===== config.mk =====
export PLATFORM = sky130hd
export DESIGN_NAME = data_bus_arbiter_flat
export DESIGN_NICKNAME = d
export VERILOG_FILES = /design/src/rtl/data_bus_arbiter_if.sv /design/src/rtl/data_bus_arbiter.sv /design/src/flat_wrapper.sv
export SDC_FILE = /design/constraint.sdc
export NUM_CORES = 1
export LEC_CHECK = 0
export ABC_AREA = 1
export BUFFER_PORTS_ARGS = -buffer_cell sky130_fd_sc_hd__buf_2
export CORE_AREA = 3 3 122 124
export CTS_CLUSTER_DIAMETER = 150
export DETAILED_ROUTE_END_ITERATION = 8
export DIE_AREA = 0 0 125 127
export PLACE_DENSITY = 0.42
export SYNTH_ARGS = -nofsm -noshare
export SYNTH_HDL_FRONTEND = slang
export SYNTH_SLANG_ARGS = --single-unit

===== constraint.sdc =====
create_clock -name clk_i -period 2.4 [get_ports clk_i]
set_clock_uncertainty 0.2 [all_clocks]
set_input_delay 0.48 -clock clk_i [delete_from_list [all_inputs] [get_ports clk_i]]
set_output_delay 0.48 -clock clk_i [all_outputs]
set_load 0.03 [all_outputs]

===== src/rtl/data_bus_arbiter_if.sv =====
`default_nettype none
// ============================================================================
// Module      : data_bus_arbiter_if
// Description : OBI-style req/gnt/rvalid data port bundle (one per master/bus).
// Revision    : 1.0 - initial release
// ============================================================================
interface data_bus_arbiter_if;
    logic        req;
    logic        we;
    logic [3:0]  be;
    logic [31:0] addr;
    logic [31:0] wdata;
    logic        gnt;
    logic        rvalid;
    logic [31:0] rdata;

    // Issuer of requests: drives the request fields, receives grant/response
    modport master (
        output req, we, be, addr, wdata,
        input  gnt, rvalid, rdata
    );

    modport slave (
        input  req, we, be, addr, wdata,
        output gnt, rvalid, rdata
    );
endinterface
`default_nettype wire


===== src/rtl/data_bus_arbiter.sv =====
`default_nettype none
// ============================================================================
// Module      : data_bus_arbiter
// Description : Two-master round-robin arbiter onto one OBI data port, with an
//               ID FIFO routing each response back to its issuing master.
// Revision    : 1.0 - initial release
// ============================================================================
module data_bus_arbiter #(
    parameter int MAX_OUTST = 2
) (
    input  wire logic           clk_i,
    input  wire logic           rst_i,
    data_bus_arbiter_if.slave   m0,
    data_bus_arbiter_if.slave   m1,
    data_bus_arbiter_if.master  s,
    output logic                err_o
);

    localparam int PTR_W = (MAX_OUTST > 1) ? $clog2(MAX_OUTST) : 1;
    localparam int CNT_W = $clog2(MAX_OUTST + 1);

    localparam logic [PTR_W-1:0] c_PTR_LAST = PTR_W'(MAX_OUTST - 1);
    localparam logic [CNT_W-1:0] c_CNT_FULL = CNT_W'(MAX_OUTST);
    localparam logic             c_ID_M0    = 1'b0;
    localparam logic             c_ID_M1    = 1'b1;

    logic             r_id_mem [MAX_OUTST];
    logic [PTR_W-1:0] r_wptr;
    logic [PTR_W-1:0] r_rptr;
    logic [CNT_W-1:0] r_count;
    logic             r_prio;
    logic             r_err;

    logic w_empty;
    logic w_full;
    logic w_eligible;
    logic w_win_valid;
    logic w_win_id;
    logic w_sel;
    logic w_push;
    logic w_pop;
    logic w_stray;
    logic w_head;

    function automatic logic [PTR_W-1:0] f_ptr_inc(input logic [PTR_W-1:0] p);
        return (p == c_PTR_LAST) ? '0 : p + PTR_W'(1);
    endfunction

    assign w_empty = (r_count == '0);
    assign w_full  = (r_count == c_CNT_FULL);
    assign w_head  = r_id_mem[r_rptr];

    // A same-cycle response frees a slot, so a full FIFO can still accept
    assign w_eligible  = ~w_full | s.rvalid;
    assign w_win_valid = m0.req | m1.req;
    assign w_win_id    = (m0.req & m1.req) ? r_prio : (m1.req ? c_ID_M1 : c_ID_M0);

    assign w_sel   = w_win_valid & ~rst_i;
    assign w_push  = s.req & s.gnt;
    assign w_pop   = s.rvalid & ~w_empty & ~rst_i;
    assign w_stray = s.rvalid & w_empty;

    // ------------------------------------------------------------------
    // Request path to the bus
    // ------------------------------------------------------------------
    always_comb begin
        s.req   = w_sel & w_eligible;
        s.we    = 1'b0;
        s.be    = '0;
        s.addr  = '0;
        s.wdata = '0;
        if (w_sel) begin
            if (w_win_id == c_ID_M1) begin
                s.we    = m1.we;
                s.be    = m1.be;
                s.addr  = m1.addr;
                s.wdata = m1.wdata;
            end else begin
                s.we    = m0.we;
                s.be    = m0.be;
                s.addr  = m0.addr;
                s.wdata = m0.wdata;
            end
        end
    end

    assign m0.gnt = w_push & (w_win_id == c_ID_M0);
    assign m1.gnt = w_push & (w_win_id == c_ID_M1);

    // ------------------------------------------------------------------
    // Response routing by FIFO head
    // ------------------------------------------------------------------
    assign m0.rvalid = w_pop & (w_head == c_ID_M0);
    assign m1.rvalid = w_pop & (w_head == c_ID_M1);
    assign m0.rdata  = m0.rvalid ? s.rdata : '0;
    assign m1.rdata  = m1.rvalid ? s.rdata : '0;

    assign err_o = r_err;

    // ------------------------------------------------------------------
    // ID FIFO storage (contents need no reset; occupancy guards reads)
    // ------------------------------------------------------------------
    always_ff @(posedge clk_i) begin
        if (w_push) begin
            r_id_mem[r_wptr] <= w_win_id;
        end
    end

    always_ff @(posedge clk_i) begin
        if (rst_i) begin
            r_wptr  <= '0;
            r_rptr  <= '0;
            r_count <= '0;
            r_prio  <= c_ID_M0;
            r_err   <= 1'b0;
        end else begin
            if (w_push) begin
                r_wptr <= f_ptr_inc(r_wptr);
                r_prio <= ~w_win_id;
            end
            if (w_pop) begin
                r_rptr <= f_ptr_inc(r_rptr);
            end
            case ({w_push, w_pop})
                2'b10:   r_count <= r_count + CNT_W'(1);
                2'b01:   r_count <= r_count - CNT_W'(1);
                default: r_count <= r_count;
            endcase
            if (w_stray) begin
                r_err <= 1'b1;
            end
        end
    end

endmodule
`default_nettype wire


===== src/flat_wrapper.sv =====
// flat-port wrapper written by rule: the top's interface ports become plain ports
module data_bus_arbiter_flat 
#(
    parameter int MAX_OUTST = 2
)
  (clk_i, rst_i, err_o, m0_req, m0_we, m0_be, m0_addr, m0_wdata, m0_gnt, m0_rvalid, m0_rdata, m1_req, m1_we, m1_be, m1_addr, m1_wdata, m1_gnt, m1_rvalid, m1_rdata, s_req, s_we, s_be, s_addr, s_wdata, s_gnt, s_rvalid, s_rdata);
  data_bus_arbiter_if m0_i ();
  data_bus_arbiter_if m1_i ();
  data_bus_arbiter_if s_i ();
  input  wire logic clk_i;
  input  wire logic rst_i;
  output logic err_o;
  input wire logic [$bits(m0_i.req)-1:0] m0_req;
  input wire logic [$bits(m0_i.we)-1:0] m0_we;
  input wire logic [$bits(m0_i.be)-1:0] m0_be;
  input wire logic [$bits(m0_i.addr)-1:0] m0_addr;
  input wire logic [$bits(m0_i.wdata)-1:0] m0_wdata;
  output wire logic [$bits(m0_i.gnt)-1:0] m0_gnt;
  output wire logic [$bits(m0_i.rvalid)-1:0] m0_rvalid;
  output wire logic [$bits(m0_i.rdata)-1:0] m0_rdata;
  input wire logic [$bits(m1_i.req)-1:0] m1_req;
  input wire logic [$bits(m1_i.we)-1:0] m1_we;
  input wire logic [$bits(m1_i.be)-1:0] m1_be;
  input wire logic [$bits(m1_i.addr)-1:0] m1_addr;
  input wire logic [$bits(m1_i.wdata)-1:0] m1_wdata;
  output wire logic [$bits(m1_i.gnt)-1:0] m1_gnt;
  output wire logic [$bits(m1_i.rvalid)-1:0] m1_rvalid;
  output wire logic [$bits(m1_i.rdata)-1:0] m1_rdata;
  output wire logic [$bits(s_i.req)-1:0] s_req;
  output wire logic [$bits(s_i.we)-1:0] s_we;
  output wire logic [$bits(s_i.be)-1:0] s_be;
  output wire logic [$bits(s_i.addr)-1:0] s_addr;
  output wire logic [$bits(s_i.wdata)-1:0] s_wdata;
  input wire logic [$bits(s_i.gnt)-1:0] s_gnt;
  input wire logic [$bits(s_i.rvalid)-1:0] s_rvalid;
  input wire logic [$bits(s_i.rdata)-1:0] s_rdata;
  assign m0_i.req = m0_req;
  assign m0_i.we = m0_we;
  assign m0_i.be = m0_be;
  assign m0_i.addr = m0_addr;
  assign m0_i.wdata = m0_wdata;
  assign m0_gnt = m0_i.gnt;
  assign m0_rvalid = m0_i.rvalid;
  assign m0_rdata = m0_i.rdata;
  assign m1_i.req = m1_req;
  assign m1_i.we = m1_we;
  assign m1_i.be = m1_be;
  assign m1_i.addr = m1_addr;
  assign m1_i.wdata = m1_wdata;
  assign m1_gnt = m1_i.gnt;
  assign m1_rvalid = m1_i.rvalid;
  assign m1_rdata = m1_i.rdata;
  assign s_req = s_i.req;
  assign s_we = s_i.we;
  assign s_be = s_i.be;
  assign s_addr = s_i.addr;
  assign s_wdata = s_i.wdata;
  assign s_i.gnt = s_gnt;
  assign s_i.rvalid = s_rvalid;
  assign s_i.rdata = s_rdata;
  data_bus_arbiter #(.MAX_OUTST(MAX_OUTST)) u_core (.clk_i(clk_i), .rst_i(rst_i), .m0(m0_i), .m1(m1_i), .s(s_i), .err_o(err_o));
endmodule

# Word level (Yosys, flattened, before mapping)
# Memory sizes are Yosys's and may differ from the RTL's. A register that Yosys moved wholly into a read port is not among the register bits.
# Index checks and enable logic that the tools add are counted.
dict set report classes {
  add_sub_neg 4
  eq_ne 3
  mux 19
  bitwise 18
  reduce_logical 2
}
# operator count
set ops {}
lappend ops {{$mux 32} 6}
lappend ops {{$and 1x1->1} 11}
lappend ops {{$mux 1} 10}
lappend ops {{$mux 4} 2}
lappend ops {{$not 1->1} 5}
lappend ops {{$eq 2x2->1 const B} 2}
lappend ops {{$pmux 2 s2} 1}
lappend ops {{$add 1x1->1 const B} 2}
lappend ops {{$add 2x1->2 const B} 1}
lappend ops {{$eq 2x1->1 const B} 1}
lappend ops {{$logic_not 2->1} 1}
lappend ops {{$or 1x1->1} 2}
lappend ops {{$reduce_bool 2->1} 1}
lappend ops {{$sub 2x1->2 const B} 1}
dict set report word_totals {
  regBits 6
  ram_bits 2
  input_bits 176
  out_inout_bits 139
  word_cells 52
  mem_count 1
}
# name words width rd rd_clocked_by_memory_dff write_ports line
set memory_table {}
lappend memory_table {u_core.r_id_mem 2 1 1 1 1 data_bus_arbiter.sv:27} ;# logic r_id_mem [MAX_OUTST];

# Depth between registers and ports, before layout
dict set report logic_depth {
  word_depth 7
  mapped_depth 10
  ltp_nobuf 10
}

# Worst setup path before layout
# No wires, ideal clock.
dict set report synth_path {
  path_kind {input to output}
  startpoint {input port s_rvalid}
  endpoint {output port m0_rdata[0]}
  arrival_ps 1420
  t_required_ps 1720
  path_slack_ps 300
  path_stages 4
  path_buffers 0
  path_cell_list {o21ai_2 nor2_4 inv_2 nor3_1}
}
dict set report synth_between {
  elab_chain_len 4
}
# item line
set synth_rtl {}
lappend synth_rtl {{start, declared} flat_wrapper.sv:35} ;# input wire logic [$bits(s_i.rvalid)-1:0] s_rvalid;
lappend synth_rtl {{$and 1x1->1 (2 in series)} data_bus_arbiter.sv:60} ;# assign w_pop = s.rvalid & ~w_empty & ~rst_i;
lappend synth_rtl {{via u_core.w_pop} data_bus_arbiter.sv:41} ;# logic w_pop;
lappend synth_rtl {{$and 1x1->1} data_bus_arbiter.sv:93} ;# assign m0.rvalid = w_pop & (w_head == c_ID_M0);
lappend synth_rtl {{$mux 32} data_bus_arbiter.sv:95} ;# assign m0.rdata = m0.rvalid ? s.rdata : '0;
lappend synth_rtl {{end, declared} flat_wrapper.sv:20} ;# output wire logic [$bits(m0_i.rdata)-1:0] m0_rdata;
# The timed path passes the listed nets, and every way through them passes these cells.

# Final worst setup path
dict set report layout_path {
  startpoint {input port rst_i}
  endpoint {output port s_wdata[16]}
}
dict set report layout_between {
  elab_chain_len 3
}
# item line
set layout_rtl {}
lappend layout_rtl {{start, declared} flat_wrapper.sv:11} ;# input wire logic rst_i;
lappend layout_rtl {{$not 1->1} data_bus_arbiter.sv:58} ;# assign w_sel = w_win_valid & ~rst_i;
lappend layout_rtl {{$and 1x1->1} data_bus_arbiter.sv:58}
lappend layout_rtl {{$mux 32} data_bus_arbiter.sv:72} ;# if (w_sel) begin
lappend layout_rtl {{end, declared} flat_wrapper.sv:33} ;# output wire logic [$bits(s_i.wdata)-1:0] s_wdata;
# No other way between the ends.

==> qor.yml <==
sw_frac_of_total_pct: 47.8
netlist-cell-type-count: 23
floorplan.die_area_sq_um: 15900
cts_repair_resize_count: 0
route.detailed.vias_per_inst: 4.03
ant_nets: 0
max_slew.worst_pin.slew_ns: 0.501
ioPinCount: 315
critical_path_class: "primary input to primary output"
grt_first_pass_wirelength_um: 17100
synth_simple_gate_area_share_pct: 53.9
ys.warnings.count: 0
grt_start_max_net_pins: 71
drc: 0
syn2layout_area_growth_pct: 89.9
final.setup.tns_ns: 0
tritoncts: "yes"
number_of_global_route_vias_before_repair: 3375
result_of_the_run: "complete, no violations"
synth_edf_count: 2
setup_violations: 0
ctsLongestPathBuffers: 2
yosys.area_share.xor_xnor_pct: 0.428
syn_avg_cell_area_sq_um: 5.21
synth_seq_cells: 9
share_of_synthesized_area_spent_on_multiplexers_pct: 0
clk_root_buffer_cell: "sky130_fd_sc_hd__clkbuf_16"
finalWeightedCongestion: 0.905
clock_h_tree_levels: 1
multi_input_combinational_cell_area_sq_um: 1510
clockPowerShare_pct: 23.1
die_x_um: 125
post_detailed_route_wirelength_per_cell_um: 12.7
synth.most_common_cell: "sky130_fd_sc_hd__nor2_1"
synth_top_cell_area_share_pct: 33.8
finalHoldViolations: 0
synthTopCellsByCount: "sky130_fd_sc_hd__nor2_1, sky130_fd_sc_hd__o21ai_0, sky130_fd_sc_hd__inv_1"
floorplan.die.height_um: 127
grt_setup_unrepaired: "no"
timing.fmax_ghz: 0.442
antennaDiodeCount: 0
combinational_family_with_the_most_area_after_synthesis: "simple AND/OR/NAND/NOR gates"
synth_top_cell_by_area: "sky130_fd_sc_hd__nor2_1"
num_rows: 43
slew_headroom_pct: 66.6
cts.hold.buffers_added: 0
clk_transition_reported_paths_ns: 0.04
hold_path_class: "flop to flop"
detailedRoute.firstPassIterationCount: 4
finalCritPeriodShare_pct: 94.3
port_buffers: 314
post_route_cells_drive_above_1_share_pct: 52.7
initial_utilization_pct: 14.7
global_route.usage.total_pct: 12.7
synth-adder-area-share_pct: 0.612
ir_drop_mv: 0.186
grt_antenna_before_repair: 1
net_count_synth: 570
seq_power_share_pct: 14.0
max_cap_check_violation_count: 0
sequential_to_total_area_share_from_yosys_stat_pct: 9.79
ys_top_cells_by_area: "sky130_fd_sc_hd__nor2_1, sky130_fd_sc_hd__o21ai_0, sky130_fd_sc_hd__nor3_2, sky130_fd_sc_hd__inv_1, sky130_fd_sc_hd__dfxtp_1"
initialDrtViolationCount: 58
static-leakage-power_nw: 2.42
clock_latency_ns: 0.23
route.vias.total: 3503
internal-power_w: 0.000659
timing.final.crit_period_ns: 2.26
tritoncts_num_sinks: 9
critPathMaxFanout: 69
timing.hold.ws_ns: 0.275
coreArea_sq_um: 13900
async_flop_share_pct: 0
final_net_count: 867
synth_cells: 393
post-cts-setup-buffer-count: 0
postSynth.topFlopCell: "sky130_fd_sc_hd__dfxtp_1"
power_switching_w: 0.000602
tritoncts.num_buffers: 3
synth-compound-area-share_pct: 18.5
cellPowerDensity_nw_per_um2: 324
pwr-share-comb_pct: 62.9
worst_ep_required_time_ns: 1.72
startpoint_type_of_the_worst_setup_path: "primary input"
post-dp-hpwl_um: 9400
worst-endpoint-arrival_ns: 1.58
routed_wirelength_um: 11100
slew_viol_final: 0
post_synth_instance_area_sq_um: 2050
timing.critical_path.to_type: "primary output"
number_of_inserted_filler_cells_in_the_final_layout: 1586
grt_remaining_overflow: 0
area.sequential_sq_um: 200
## area by class of cell
cell class                      count  share of cell area [%]
Inverter                           44                    4.25
Tap cell                          180                    5.80
Clock buffer                        4                    2.03
Multi-Input combinational cell    310                    38.8
Sequential cell                     9                    5.15
Timing Repair Buffer              322                    43.9
## power by group through the flow
stage / combinational [W] / clock, W / sequential, W
2_1_floorplan: 0.000484 / 0 / 0.000180
5_1_grt: 0.000867 / 0.000308 / 0.000177
3_3_place_gp: 0.000801 / 0 / 0.000178
6_report: 0.000793 / 0.000292 / 0.000176
4_1_cts: 0.000804 / 0.000297 / 0.000176
3_5_place_dp: 0.000801 / 0 / 0.000178
## logic make-up (layout without fill, tap and decap cells)
logic type / after synthesis / in the layout
buf+inv: 74 / 370
simple gates: 234 / 234
fa+ha+maj: 1 / 1
compound gates: 74 / 74
flops: 9 / 9
xor+xnor: 1 / 1
## placed cells by master (no fill, tap or decap), drive strengths merged
cell type	count
nand2	11
dfxtp	7
nand4	1
clkbuf	4
and2	1
buf	322
nand3	2
o21ai	72
a21oi	2
ha	1
xor2	1
nor3	33
edfxtp	2
inv	44
nor2	186
## worst max-delay path: stages
cell and delay, ns:
sky130_fd_sc_hd__buf_2 0.15, sky130_fd_sc_hd__nor2_4 0.18, sky130_fd_sc_hd__buf_12 0.24, sky130_fd_sc_hd__o21ai_0 0.13, sky130_fd_sc_hd__nor2_1 0.13, sky130_fd_sc_hd__buf_2 0.23
## per-stage QoR
step | cells | utilization, % | worst slack, ns | cell area [sq um] | total power, W
global placement | 865 | 27.4 | 0.175 | 3810 | 0.000979
detailed placement | 865 | 27.4 | 0.141 | 3810 | 0.000980
CTS | 869 | 28.0 | 0.130 | 3880 | 0.00128
global route | 869 | 28.0 | 0.000532 | 3880 | 0.00135
finish | 869 | 28.0 | 0.138 | 3880 | 0.00126
floorplan | 393 | - | 0.300 | 2050 | 0.000664
## final timing paths
check | startpoint | cells past startpoint | end | slack (ns)
max | rst_i | 6 | s_wdata[16] | 0.14
min | u_core.err_o | 2 | u_core.err_o | 0.28
max reg2reg | u_core.r_count[0] | 8 | u_core.r_count[1] | 0.49
min reg2reg | u_core.err_o | 2 | u_core.err_o | 0.28
## per-layer routing
metal / GRT usage (%) / vias to the layer above / wire, um
li1: - / 1811 / -
met1: 13.4 / 1471 / 3880
met2: 24.8 / 211 / 5820
met3: 4.10 / 8 / 1240
met4: 2.49 / 2 / 109
met5: 0 / - / 13
(Power assumes the default switching activity.)
